### src/rtl/stack_mc_cntrl.sv
// Multi-context LIFO: K stacks of N x W entries behind one command port.
// Optional occupancy output o_occ enabled by Q_STACK_MC_CNTRL_OCC_EN.
module stack_mc_cntrl #(
  parameter int N      = 16,
  parameter int W      = 32,
  parameter int K      = 4,
  parameter int ADDR_W = $clog2(N),
  parameter int CTX_W  = $clog2(K),
  parameter int CNT_W  = $clog2(N + 1)
) (
  input  logic             clk,
  input  logic             arst,
  input  logic             i_cmd_vld,
  input  logic [CTX_W-1:0] i_cmd_ctx,
  input  logic             i_cmd_push,
  input  logic             i_cmd_pop,
  input  logic [W-1:0]     i_cmd_data,
  output logic             o_cmd_rdy,
  output logic             o_rsp_vld,
  input  logic             i_rsp_rdy,
  output logic [CTX_W-1:0] o_rsp_ctx,
  output logic [W-1:0]     o_rsp_data,
  output logic             o_rsp_err,
  output logic [K-1:0]     o_empty,
  output logic [K-1:0]     o_full
`ifdef Q_STACK_MC_CNTRL_OCC_EN
  ,
  output logic [K*CNT_W-1:0] o_occ
`endif
);

  localparam logic [CNT_W-1:0] CNT_ONE  = CNT_W'(1);
  localparam logic [CNT_W-1:0] CNT_FULL = CNT_W'(N);

  logic [CNT_W-1:0]  cnt_q [K];
  logic [CNT_W-1:0]  cnt_d [K];
  logic [W-1:0]      mem_q [K][N];

  logic              rsp_vld_q, rsp_vld_d;
  logic [CTX_W-1:0]  rsp_ctx_q, rsp_ctx_d;
  logic [W-1:0]      rsp_data_q, rsp_data_d;
  logic              rsp_err_q, rsp_err_d;

  logic              acc;
  logic [CNT_W-1:0]  cur;
  logic              has, full;
  logic [ADDR_W-1:0] top_idx;
  logic [W-1:0]      top;
  logic              wr_en;
  logic [ADDR_W-1:0] wr_idx;
  logic [W-1:0]      wr_data;

  logic is_push, is_pop, is_repl, is_peek;

  assign o_cmd_rdy = ~rsp_vld_q | i_rsp_rdy;
  assign acc       = i_cmd_vld & o_cmd_rdy;

  assign is_push = i_cmd_push & ~i_cmd_pop;
  assign is_pop  = ~i_cmd_push & i_cmd_pop;
  assign is_repl = i_cmd_push & i_cmd_pop;
  assign is_peek = ~i_cmd_push & ~i_cmd_pop;

  always_comb begin
    cur     = cnt_q[i_cmd_ctx];
    has     = (cur != '0);
    full    = (cur == CNT_FULL);
    top_idx = ADDR_W'(cur - CNT_ONE);
    top     = mem_q[i_cmd_ctx][top_idx];
  end

  always_comb begin
    cnt_d      = cnt_q;
    rsp_vld_d  = rsp_vld_q & ~i_rsp_rdy;
    rsp_ctx_d  = rsp_ctx_q;
    rsp_data_d = rsp_data_q;
    rsp_err_d  = rsp_err_q;
    wr_en      = 1'b0;
    wr_idx     = top_idx;
    wr_data    = i_cmd_data;
    if (acc) begin
      rsp_vld_d  = 1'b1;
      rsp_ctx_d  = i_cmd_ctx;
      rsp_data_d = '0;
      rsp_err_d  = 1'b0;
      unique case (1'b1)
        is_push: begin
          if (!full) begin
            wr_en            = 1'b1;
            wr_idx           = ADDR_W'(cur);
            cnt_d[i_cmd_ctx] = cur + CNT_ONE;
          end else begin
            rsp_err_d = 1'b1;
          end
        end
        is_pop: begin
          if (has) begin
            rsp_data_d       = top;
            cnt_d[i_cmd_ctx] = cur - CNT_ONE;
          end else begin
            rsp_err_d = 1'b1;
          end
        end
        // Replace on an empty context echoes the data without storing it
        is_repl: begin
          if (has) begin
            rsp_data_d = top;
            wr_en      = 1'b1;
          end else begin
            rsp_data_d = i_cmd_data;
          end
        end
        is_peek: begin
          if (has) rsp_data_d = top;
          else     rsp_err_d  = 1'b1;
        end
        default: ;
      endcase
    end
  end

  always_ff @(posedge clk) begin
    if (wr_en) mem_q[i_cmd_ctx][wr_idx] <= wr_data;
  end

  always_ff @(posedge clk or posedge arst) begin
    if (arst) begin
      for (int k = 0; k < K; k++) cnt_q[k] <= '0;
      rsp_vld_q  <= 1'b0;
      rsp_ctx_q  <= '0;
      rsp_data_q <= '0;
      rsp_err_q  <= 1'b0;
    end else begin
      cnt_q      <= cnt_d;
      rsp_vld_q  <= rsp_vld_d;
      rsp_ctx_q  <= rsp_ctx_d;
      rsp_data_q <= rsp_data_d;
      rsp_err_q  <= rsp_err_d;
    end
  end

  assign o_rsp_vld  = rsp_vld_q;
  assign o_rsp_ctx  = rsp_ctx_q;
  assign o_rsp_data = rsp_data_q;
  assign o_rsp_err  = rsp_err_q;

  always_comb begin
    for (int k = 0; k < K; k++) begin
      o_empty[k] = (cnt_q[k] == '0);
      o_full[k]  = (cnt_q[k] == CNT_FULL);
    end
  end

`ifdef Q_STACK_MC_CNTRL_OCC_EN
  always_comb begin
    for (int k = 0; k < K; k++) o_occ[k*CNT_W +: CNT_W] = cnt_q[k];
  end
`endif

endmodule

### config.mk
export PLATFORM = sky130hd
export DESIGN_NAME = stack_mc_cntrl
export DESIGN_NICKNAME = d
export VERILOG_FILES = /design/src/rtl/stack_mc_cntrl.sv
export SDC_FILE = /design/constraint.sdc
export NUM_CORES = 2
export LEC_CHECK = 0
export ABC_AREA = 0
export BUFFER_PORTS_ARGS = -buffer_cell sky130_fd_sc_hd__buf_4
export CAP_MARGIN = 20
export CORE_ASPECT_RATIO = 1.2
export CORE_MARGIN = 3
export CORE_UTILIZATION = 50
export CTS_BUF_LIST = sky130_fd_sc_hd__clkbuf_8 sky130_fd_sc_hd__clkbuf_16
export DETAILED_ROUTE_END_ITERATION = 10
export GPL_TIMING_DRIVEN = 0
export PLACE_DENSITY = 0.65
export SYNTH_ARGS = -nofsm -noshare
export SYNTH_HDL_FRONTEND = slang
export SYNTH_SLANG_ARGS = --single-unit
### constraint.sdc
create_clock -name clk -period 13.45 [get_ports clk]
set_input_delay 2.69 -clock clk [delete_from_list [all_inputs] [get_ports clk]]
set_output_delay 2.69 -clock clk [all_outputs]
set_load 0.01 [all_outputs]
After elaboration in Yosys (flattened, before gate mapping). Memory sizes are Yosys's and may differ from the RTL's. Cells that the tools add are included.

Flip-flop bits (word level): 56. Bits of input ports: 40. Word-level logic and storage cells: 78. RAM bits: 2048. Memories kept: 1. Output and inout port bits: 45.

Reductions and logical operators: 10. Magnitude comparators: 5. Mux-type cells: 31. Bitwise operators: 14. Equal/unequal tests: 7. Add/subtract/negate cells: 2.

Memory list: mem_q (depth 4, width 512, rd ports 1, clocked after Yosys merged registers in 0, wr ports 1, RTL line 37) `logic [W-1:0] mem_q [K][N];`.

Operator list (count): $mux 512 (1); $mux 32 (5); $bmux 32 s4 (1); $demux 32 s4 (1); $pmux 32 s2 (1); $bwmux 20 (2); $mux 20 (2); $pmux 20 s2 (1); $eq 5x5->1 const B (5); $logic_not 5->1 (4); $mux 5 (3); $mux 4 (3); $bmux 5 s2 (1); $demux 5 s2 (1); $ge 5x5->1 const B (2); $not 4->5 (2); $mux 1 (7); $and 1x1->1 (6); $add 5x1->5 const B (1); $lt 5x1->1 const B (1); $reduce_bool 5->1 (1); $sub 5x1->5 const B (1); $ne 2x2->1 const B (2); $not 1->1 (4); other kinds (9) (11).

Logic depth before layout (Yosys ltp).
Depth after elaboration: 14. Depth in mapped cells: 13. Depth with buffers taken out: 8.

Worst setup path before layout. Ideal clock, no wire load.

Kind: input to register. Start: input i_cmd_ctx[0]. End: memory mem_q[1][224] (netlist bit) (enable). Path slack: 5954 ps. Stages: 10. Data arrival time: 7034 ps. Cells stage by stage: buf_4 > mux4_2 > inv_1 > ha_1 > buf_1 > nand2_1 > o32ai_1 > a31oi_4 > buf_2 > nor3_1.

Longest elaborated chain between the ends: 14.

RTL lines: from (decl) (RTL line 14) `input logic [CTX_W-1:0] i_cmd_ctx,`; $not 2->3 (implied by the code) (RTL line 64) `cur = cnt_q[i_cmd_ctx];`; $bmux 5 s2 (RTL line 64); $mux 5 (implied by the code) (2 in a row) (RTL line 64); $sub 5x1->5 / $eq 5x5->1 (equally long branches); $mux 4 (RTL line 87) `if (!full) begin`; $mux 4 (RTL line 85) `unique case (1'b1)`; $mux 4 (RTL line 80) `if (acc) begin`; $not 4->5 (implied by the code) (RTL line 122) `if (wr_en) mem_q[i_cmd_ctx][wr_idx] <= wr_data;`; $ge 5x5->1 (implied by the code) / $lt 5x1->1 (equally long branches) (RTL line 122); $logic_and 1x1->1 (implied by the code) (RTL line 122); $mux 32 (implied by the code) (RTL line 122); $demux 32 s4 (RTL line 122); $mux 512 (implied by the code) (RTL line 122); to (decl) (RTL line 37).

Several ways; a longest one is shown, not always the timed one. The select of a mux whose other input is x is not followed.

Final worst setup path.
Start: input i_cmd_ctx[1]. End: memory mem_q[3][146] (netlist bit) (enable).

The elaborated chain is that of the path after synthesis.

==> results.ini <==
[drt]
wire_per_inst_um=33.4
first_iter_violations=5727
vias_per_cell=6.33
ant_nets=0
first_pass_iters=6
routed_wl_mm=219
vias=41400
drc_errors=0

[power_and_ir_drop]
combPwrFrac=0.224
clockPowerShare=0.330
p_leak_nw=30.2
p_switching_mw=5.22
p_int_mw=11.5
irDropWorstVdd_v=0.000154
power.total_mw=16.7
power_per_cell_area_mw_per_mm2=179
switching_share=0.312
p_seq_frac=0.446

[grt]
grt_pass1_wl_mm=311
track_usage=0.264
antenna_found_initial=12
grt-ovfl-total=0
grt_max_degree=66
grt_pass1_vias=41600

[floorplanning]
num_io_pins=85
rows=161
fp.dieArea_mm2=0.168
die_y_um=448
die_w_um=375
initial_core_util=0.506
fp.coreArea_mm2=0.161

[yosys]
synthTopCellsByArea=edfxtp_1 (75%), mux4_2 (14%), mux2i_1 (2.2%), dfrtp_1 (1.7%), nand2_1 (1.4%)
synth_top_area_cell=edfxtp_1
yosysSeqAreaShare=0.772
ys_async_sr_fraction=0.0266
synthesis.area_mm2=0.0815
synth_cells=3821
yosys_warnings=0
synth_top_area_share=0.755
ys_seq_elements=2104
synth.avg_cell_area_um2=21.3
synth_edf_count=2048
synth_fp_nets=3864
ys.flop_type=edfxtp_1
yosysUniqueCellTypes=48

[place]
gp_congestion=0.891
place_hpwl_mm=143
io_buffers=84
dp_slack_ps=5340
dp.cells=6180

[finish]
mostFrequentLayoutCell=edfxtp_1
nets=4302
fin_util=0.581
area_delta_synth_final_pct=15.0
drive_above_1_share=0.284
layout.cells.non_filler=6547
mostFrequentLayoutCells=edfxtp_1 (2,048), mux4_2 (516), nand2_1 (306), clkbuf_16 (200), mux2i_1 (176)

[worst_setup_path]
rrSetupSlack_ps=8050
cp-start-kind=primary input
cp_common_cell=clkbuf_1
timing.rr.end=mem_q[3][146]
crit_required_ps=13970
path_cells=buf_4 > buf_2 > mux4_2 > inv_1 > ha_1 > clkbuf_1 > nor2_1 > mux2i_1 > clkbuf_1 > nor3_2 > buf_8 > buf_6
crit_arrival_ps=7870
reg2regPathDepth=10
cp-end-kind=flip-flop
crit-reg2reg-launch=cnt_q[1]
critical_path.slowest_cell=nor2_1
path_class=primary input to flip-flop
max_stage_delay_ps=980
cp_max_fo=10

[sta]
tightest_slew_ps=1180
period_minus_slack_ps=7350
setup_slack_ps=6100
drv_slew=0
final.setup.tns_ps=0
setup_violations=0
timing.fmax_ghz=0.136
hold_viol=0
max_slew_margin=0.216
rsz0062_at_grt=no
skew_ps=39.0
timing.final.crit_share=0.547

[clock_tree]
clock-sinks=2104
post_cts_buffers=0
clk_latency_ps=840
post_cts_resized=0
cts_hold_buffers=0
cts-root-buf=clkbuf_16
path_clk_slew_ps=60
cts_tree=done
numCtsBuffers=195
htree_levels=4
cts_max_path_buffers=3

[min_path]
hold_path_class=flip-flop to flip-flop
whs_path_depth=1

[run]
maxCapViolCount=0

[run_status]
status=completed

power by group through the flow:
stage          clock [mW]  combinational [mW]  sequential, mW
6_report             5.52                3.75            7.47
5_1_grt              5.84                3.91            7.48
4_1_cts              5.59                3.69            7.46
3_3_place_gp            0                3.57            7.61
2_1_floorplan           0                1.90            7.55
3_5_place_dp            0                3.67            7.60
cells in the mapped netlist (2+ instances only):
cell	instances
nor2b_1	6
a22oi_1	16
o21ai_1	12
o211ai_1	14
nor2_1	49
buf_1	22
and3_1	13
dfrtp_1	56
o21ai_0	31
nand2_1	306
a21oi_1	31
xnor2_1	7
buf_2	88
nand2b_1	11
nor3_1	32
inv_2	2
buf_4	7
nand4_1	28
or4_1	2
a211oi_1	2
nor2_2	2
edfxtp_1	2048
and2_1	4
nor3_2	2
or3_4	2
mux4_2	516
or2_2	5
mux2i_1	176
mux2_2	41
ha_1	3
nor4_1	3
inv_1	6
a41oi_1	18
nand3_1	148
clkbuf_1	99
cell type report:
cell class,instances,area (um2)
Tap cell,2119,2650
Sequential cell,2104,62900
Fill cell,11700,67500
Timing Repair Buffer,241,2740
Inverter,8,32.5
Clock inverter,158,1310
Clock buffer,205,5070
Buffer,216,948
Antenna cell,3,7.51
Multi-Input combinational cell,1493,18000
critical path: cells and delay by family:
kind,cells,cell delay [ps]
buffers and inverters,7,2000
muxes,2,990
adders and majority gates,1,240
and+or+nand+nor,2,1930
sequential cells by signal, summed over array words and instances (netlist names), named ones only:
name,count
o_rsp_data,32
cnt_q,16
o_rsp_err,1
o_rsp_ctx,2
mem_q,2048
o_rsp_vld,1
logic make-up after synthesis:
group / count (synthesis) / share of synthesized area
flops: 2104 / 0.772
simple gates: 618 / 0.0344
xor+xnor: 9 / 0.00106
buf+inv: 224 / 0.0120
mux: 733 / 0.170
compound gates: 130 / 0.0103
fa+ha+maj: 3 / 0.000461
routing by layer:
layer | share of wire | GRT usage | wire [um]
met1 | 0.39 | 0.367 | 84300
met2 | 0.47 | 0.411 | 104000
met3 | 0.094 | 0.0566 | 20600
met4 | 0.045 | 0.108 | 9920
met5 | 0.00026 | 0 | 57
through the flow:
stage          instance area (um2)  hold slack [ps]
2_1_floorplan                81500              488
3_3_place_gp                 84800              511
3_5_place_dp                 87300              521
4_1_cts                      93700              532
5_1_grt                      93700              555
6_report                     93700              532
worst max path at each step:
| stage | to | from | depth (start not counted) | slack, ps |
|---|---|---|---|---|
| after global placement | mem_q[3][72] | i_cmd_ctx[1] | 8 | 1140 |
| after CTS | mem_q[0][74] | i_cmd_ctx[1] | 11 | 6200 |
| after global routing | mem_q[3][146] | i_cmd_ctx[0] | 12 | 6180 |
| after floorplan | mem_q[1][224] | i_cmd_ctx[0] | 10 | 5950 |
| final | mem_q[3][146] | i_cmd_ctx[1] | 12 | 6100 |
| after detailed placement | mem_q[0][78] | i_cmd_ctx[1] | 11 | 5340 |
Note: power is estimated with default switching activity, not from simulation.
